**config.mk**
```make
export PLATFORM = sky130hd
export DESIGN_NAME = histo_readout_ctrl
export DESIGN_NICKNAME = d
export VERILOG_FILES = /design/src/rtl/histo_pkg.sv /design/src/rtl/histo_readout_ctrl_rise_detect.sv /design/src/rtl/histo_readout_ctrl.sv
export SDC_FILE = /design/constraint.sdc
export NUM_CORES = 1
export LEC_CHECK = 0
export CAP_MARGIN = 15
export CORE_MARGIN = 2
export CORE_UTILIZATION = 45
export DETAILED_ROUTE_END_ITERATION = 10
export HOLD_SLACK_MARGIN = 0.05
export PLACE_DENSITY_LB_ADDON = 0.08
export SYNTH_ARGS = -nofsm -noshare
export SYNTH_HDL_FRONTEND = slang
export SYNTH_SLANG_ARGS = --single-unit
```
**constraint.sdc**
```tcl
create_clock -name clk -period 3.5 [get_ports clk]
set_input_delay 0.7 -clock clk [delete_from_list [all_inputs] [get_ports clk]]
set_output_delay 0.7 -clock clk [all_outputs]
set_load 0.01 [all_outputs]
```
**src/rtl/histo_pkg.sv**
```systemverilog
// Shared definitions for the histogram readout path: FSM encoding and
// default geometry used by histogram2, the readout sequencer and the serializer.
package histo_pkg;

   typedef enum logic [2:0] {
      ST_IDLE,
      ST_HEADER,
      ST_ADDR,
      ST_CAPTURE,
      ST_SEND,
      ST_TRAILER
   } state_e;

   localparam int unsigned NUM_BINS_DEF = 1024;
   localparam int unsigned DATA_W_DEF   = 24;
   localparam logic [7:0]  HDR_MARK_DEF = 8'hA5;

endpackage

```
**src/rtl/histo_readout_ctrl_rise_detect.sv**
```systemverilog
// Registered rising-edge detector: one-cycle pulse when x_i goes 0 -> 1.
module rise_detect (
   input  logic clk,
   input  logic rst,
   input  logic x_i,
   output logic rise_o
);

   logic x_q;

   // Remember the previous sample of the input.
   always_ff @(posedge clk) begin
      if (rst) x_q <= 1'b0;
      else     x_q <= x_i;
   end

   assign rise_o = x_i & ~x_q;

endmodule

```
**src/rtl/histo_readout_ctrl.sv**
```systemverilog
// Readout sequencer: after a completed histogram, walks every bin and streams
// header, bin counts and checksum trailer to the serializer over valid/ready.
module histo_readout_ctrl
   import histo_pkg::*;
#(
   parameter int unsigned NUM_BINS   = NUM_BINS_DEF,
   parameter int unsigned BIN_W      = 10,
   parameter int unsigned DATA_W     = DATA_W_DEF,
   parameter int unsigned READ_LAT   = 1,
   parameter int unsigned FRAME_ID_W = 8,
   parameter logic [7:0]  HDR_MARK   = HDR_MARK_DEF
) (
   input  logic                  clk,
   input  logic                  rst,
   input  logic                  fsin,
   input  logic                  histo_done,
   output logic                  histo_rw,
   output logic [BIN_W-1:0]      histo_bin,
   input  logic [DATA_W-1:0]     histo_data,
   output logic [DATA_W-1:0]     tx_data,
   output logic                  tx_valid,
   input  logic                  tx_ready,
   output logic [FRAME_ID_W-1:0] frame_id,
   output logic                  busy,
   output logic                  overrun
);

   localparam int unsigned LAT_W = $clog2(READ_LAT + 1);
   // Header layout is marker, frame id, then zero padding in the low bits.
   localparam int unsigned PAD_W = DATA_W - 8 - FRAME_ID_W;

   state_e                state_q, state_d;
   logic [BIN_W-1:0]      bin_q, bin_d;
   logic                  rw_q, rw_d;
   logic [DATA_W-1:0]     tx_data_q, tx_data_d;
   logic [DATA_W-1:0]     csum_q, csum_d;
   logic [FRAME_ID_W-1:0] fid_q, fid_d;
   logic [LAT_W-1:0]      lat_q, lat_d;
   logic                  ovr_q, ovr_d;

   logic rise_fsin, rise_done, xfer;

   rise_detect u_rise_fsin (
      .clk    (clk),
      .rst    (rst),
      .x_i    (fsin),
      .rise_o (rise_fsin)
   );

   rise_detect u_rise_done (
      .clk    (clk),
      .rst    (rst),
      .x_i    (histo_done),
      .rise_o (rise_done)
   );

   // Valid comes only from registered state, never from tx_ready.
   assign tx_valid  = (state_q == ST_HEADER) || (state_q == ST_SEND) || (state_q == ST_TRAILER);
   assign xfer      = tx_valid & tx_ready;
   assign busy      = (state_q != ST_IDLE);
   assign histo_rw  = rw_q;
   assign histo_bin = bin_q;
   assign tx_data   = tx_data_q;
   assign frame_id  = fid_q;
   assign overrun   = ovr_q;

   // Next-state and datapath update for the readout sequence.
   always_comb begin
      state_d   = state_q;
      bin_d     = bin_q;
      rw_d      = rw_q;
      tx_data_d = tx_data_q;
      csum_d    = csum_q;
      fid_d     = fid_q;
      lat_d     = lat_q;
      // A new frame or histogram arriving mid-readout is flagged, not acted on.
      ovr_d     = ovr_q | (busy & (rise_fsin | rise_done));
      unique case (state_q)
         ST_IDLE: begin
            if (rise_done) begin
               csum_d    = '0;
               bin_d     = '0;
               rw_d      = 1'b0;
               lat_d     = '0;
               tx_data_d = {HDR_MARK, fid_q, {PAD_W{1'b0}}};
               state_d   = ST_HEADER;
            end
         end
         ST_HEADER: begin
            if (xfer) state_d = ST_ADDR;
         end
         ST_ADDR: begin
            // Hold the address until the histogram read data has settled.
            if (lat_q == LAT_W'(READ_LAT - 1)) begin
               lat_d   = '0;
               state_d = ST_CAPTURE;
            end else begin
               lat_d = lat_q + LAT_W'(1);
            end
         end
         ST_CAPTURE: begin
            tx_data_d = histo_data;
            csum_d    = csum_q + histo_data;
            state_d   = ST_SEND;
         end
         ST_SEND: begin
            if (xfer) begin
               if (bin_q == BIN_W'(NUM_BINS - 1)) begin
                  // Checksum already includes the last bin from CAPTURE.
                  tx_data_d = csum_q;
                  state_d   = ST_TRAILER;
               end else begin
                  bin_d   = bin_q + BIN_W'(1);
                  state_d = ST_ADDR;
               end
            end
         end
         ST_TRAILER: begin
            if (xfer) begin
               fid_d   = fid_q + FRAME_ID_W'(1);
               rw_d    = 1'b1;
               state_d = ST_IDLE;
            end
         end
         default: state_d = ST_IDLE;
      endcase
   end

   // State and datapath registers; reset abandons any readout in flight.
   always_ff @(posedge clk) begin
      if (rst) begin
         state_q   <= ST_IDLE;
         bin_q     <= '0;
         rw_q      <= 1'b1;
         tx_data_q <= '0;
         csum_q    <= '0;
         fid_q     <= '0;
         lat_q     <= '0;
         ovr_q     <= 1'b0;
      end else begin
         state_q   <= state_d;
         bin_q     <= bin_d;
         rw_q      <= rw_d;
         tx_data_q <= tx_data_d;
         csum_q    <= csum_d;
         fid_q     <= fid_d;
         lat_q     <= lat_d;
         ovr_q     <= ovr_d;
      end
   end

endmodule
```
==> summary.txt <==
Clock tree
  • Cts bufs inserted: 9
  • H-tree Lvls: 3
  • TritonCTS clock tree: yes
  • Setup bufs post-CTS: 0
  • Worst-path clk slew: roughly 0.080 ns
  • # resized after CTS: 0
  • Clk sink count: 73
  • Clock Path Buffers: 2
  • Clk_lat worst skew: between 0.3 and 0.4 ns
  • Clock root cell: clkbuf_8
  • Cts hold-fix bufs: 0

Critical path
  • R2r startpoint: csum_q[0]
  • Worst R2R End: csum_q[22]
  • Arrival time worst endpoint: about 3.5 ns
  • Critical path peak fanout: 4
  • R2r worst-path depth: 9
  • Critical Path RT: 3.74 ns
  • Worst setup path start: histo_data[0]
  • Setup crit end kind: flip-flop
  • Reg2reg setup slack: approximately 0.74 ns
  • CP Launch Type: primary input
  • Critical path type: in2reg

Layout
  • Layout net count: around 620
  • Number of diodes: 0
  • Layout fillers: 859
  • Final Util: between 50% and 60%
  • Share of cells above drive strength 1: 6.34%
  • Area growth from synthesis to layout: 26.2%
  • Register Area: ~0.0015 sq mm
  • Fin cells: a little under 700
  • Area of the multi-input gates: 0.00256 sq mm

STA
  • RSZ-0062 raised after global routing: false
  • Worst slew pin tran: approximately 0.71 ns
  • Fmax: just over 300 MHz
  • Setup TNS: 0 ns
  • Slew HR: 52.5%
  • Setup violations, final: 0
  • Hold Vio Cnt, Final: 0
  • Minimum clock period: around 3.3 ns
  • Final Cycle Share: 93.1%
  • PnR worst setup slack: between 0.2 and 0.25 ns
  • Pins Over Slew Limit: 0
  • Clock skew: between 0.01 and 0.015 ns

Synthesis
  • Syn_area_per_cell: 8.41 sq um
  • Main synth FF type: dfxtp_1
  • Syn Nets: 547
  • Netlist Area Pre-Place: between 0.004 and 0.005 sq mm
  • Compound-Gate Fraction of Synth Area: 27.0%
  • Post-synth top area share: between 30% and 40%
  • Seq/Total Area, Yosys: 35.3%
  • Area contributors post-synth: dfxtp_1 (35%), ha_1 (7.6%), nor2_1 (6.9%)
  • Seq cells post-synth: 73
  • Post-Synth Simple-Gate Area: between 10% and 20%
  • Ys Warns: 0
  • Synth Area in Adders: ~8.0%
  • Synth cell types: between 50 and 60
  • Async SR Flop Fraction: 0%
  • XOR/XNOR Fraction of Synth Area: under 10%
  • Cell accounting for the most synthesized area: dfxtp_1
  • Largest family of logic cells by synthesized area: compound AO/OA/AOI/OAI gates
  • Mapped Cells: about 490
  • Mux cell area share after synthesis: less than 1%
  • Post-synth EDFFs: 0

Floorplan
  • Die area: 0.00998 sq mm
  • Initial Util: between 40% and 50%
  • Die span in y: about 100 microns
  • Core area: 0.00881 sq mm
  • Die width: ~100 microns
  • Rows: 34
  • Number of placed I/O pins: 75

Detailed routing
  • Initial DRC Count: between 150 and 200
  • Routed Wire Length: 10700 microns
  • Via count: 3864
  • WL per Instance: between 15 and 20 microns
  • Remaining antenna violation count after routing: 0
  • Drt via density: between 5 and 6
  • Pre-antenna DRT Iters: 5
  • # DRC: 0

Global routing
  • Initial antenna violation count: 0
  • GRT Util Overall: a little under a quarter
  • First-pass GRT wire length: 18000 microns
  • Vias in the first global route: around 3600
  • Largest net degree at the start of global routing: 41
  • GR Overflow Total: 0

Power and ir drop
  • LEAKAGE: about 0.0020 uW
  • Total chip power: about 2900 uW
  • Pwr dens: 548 mW/mm^2
  • Gate power share: a little over a third
  • Worst IR Drop VDD: around 320 uV
  • Reported net switching power: ~1000 uW
  • Sequential Power Share: between 30 and 40%
  • Pint: 1860 uW
  • Clock Power Share: between 20% and 30%
  • Switch share: about a third

Status
  • Status: completed

Min path
  • HP Class: reg2reg
  • Min-delay src: csum_q[12]
  • Worst hold endpoint: csum_q[12]
  • Hold Path Cell Cnt: 2

Job
  • Max-cap violations: 0

Place
  • Post-DP HPWL: slightly below 8000 microns
  • IO Port Bufs: 74
  • Post-Place Cells: 660
  • Gpl congestion: between 0.8 and 0.9
  • Pre-CTS WS: -0.123 ns
-- layout by cell type, fill, tap and decap left out, drive strengths merged, types with 5 or more instances in the layout --
master,instances
ha,25
o21ai,24
nand2,41
a211oi,19
nand2b,5
a21o,12
buf,14
and3,7
nand4,5
xor2,19
inv,5
a311oi,8
clkdlybuf4s50,73
clkbuf,10
a21oi,21
dfxtp,73
xnor2,13
nor3,7
nand3,8
nor2,76
o21bai,5
a22oi,28
-- sequential cells by signal (all words and copies together), names as in the netlist --
register / flops
state_q: 3
u_rise_done.x_q: 1
u_rise_fsin.x_q: 1
frame_id: 8
tx_data: 24
overrun: 1
histo_rw: 1
histo_bin: 10
csum_q: 24
-- synthesized netlist by cell type (all sizes together), types with 2 or more instances --
| cell type | n |
|---|---|
| nor3 | 7 |
| a32o | 3 |
| ha | 25 |
| o22ai | 4 |
| a311oi | 8 |
| a21o | 12 |
| a211o | 3 |
| a211oi | 19 |
| and4 | 4 |
| clkbuf | 21 |
| a221oi | 2 |
| a21oi | 21 |
| inv | 4 |
| o21bai | 5 |
| a21boi | 2 |
| o31ai | 2 |
| nand4 | 5 |
| nand2b | 5 |
| nand2 | 41 |
| nor3b | 3 |
| o21ai | 24 |
| xor2 | 19 |
| a2111oi | 2 |
| o21a | 4 |
| nor2b | 4 |
| nand3 | 8 |
| dfxtp | 73 |
| a22oi | 28 |
| a31oi | 3 |
| o211ai | 3 |
| buf | 6 |
| or3 | 4 |
| mux2i | 4 |
| and2 | 2 |
| and3 | 7 |
| nor2 | 76 |
| or2 | 4 |
| xnor2 | 13 |
-- metal layers --
layer	track usage [%]	vias up	routed length (microns)
met1	31.5	1812	5070
met2	35.8	88	4980
met3	3.27	9	523
met4	7.48	0	140
li1	-	1955	-
met5	0	-	0
-- critical path: stages --
cell             delay [ns]
clkdlybuf4s50_1        0.44
ha_1                   0.24
fa_1                   0.39
a21o_1                 0.19
a221oi_2               0.30
nor3_2                 0.10
o311a_4                0.34
o2111a_1               0.24
or3_1                  0.31
a32o_1                 0.25
-- power groups by stage --
stage               logic (uW)  registers (uW)  clock network, uW
floorplan                  576            1110                  0
global placement          1030            1090                  0
detailed placement        1040            1100                  0
CTS                       1050            1080                756
global route              1150            1100                799
finish                    1050            1080                740
-- kinds of logic (layout without fill, tap and decap cells) --
logic type / after synthesis / count (layout)
mux: 4 / 4
compound gates: 154 / 154
fa+ha+maj: 26 / 26
xor+xnor: 32 / 32
simple gates: 172 / 172
buf+inv: 31 / 107
flops: 73 / 73
-- cell type report --
type / instances / share of cell area, %
repair buffers: 87 / 16.0
inverters: 4 / 0.288
flip-flops and latches: 73 / 28.0
clock buffers: 10 / 2.44
clock inverters: 6 / 1.73
multi-input cells: 388 / 49.0
well taps: 108 / 2.59
-- worst max-delay path by stage --
stage          cells after the start         end  slack [ns]
3_3_place_gp                      10  csum_q[22]       -0.07
5_1_grt                           10  csum_q[22]        0.08
2_1_floorplan                      9  csum_q[22]        0.41
6_report                          10  csum_q[22]        0.24
3_5_place_dp                      10  csum_q[22]       -0.12
4_1_cts                           10  csum_q[22]        0.25
-- metrics by stage --
step	instance area [sq um]	hold slack, ns
after floorplan	4140	0.440
after global placement	5000	0.446
after detailed placement	5000	0.459
after CTS	5220	0.471
after global routing	5220	0.491
final	5220	0.470
(Power assumes the default switching activity.)
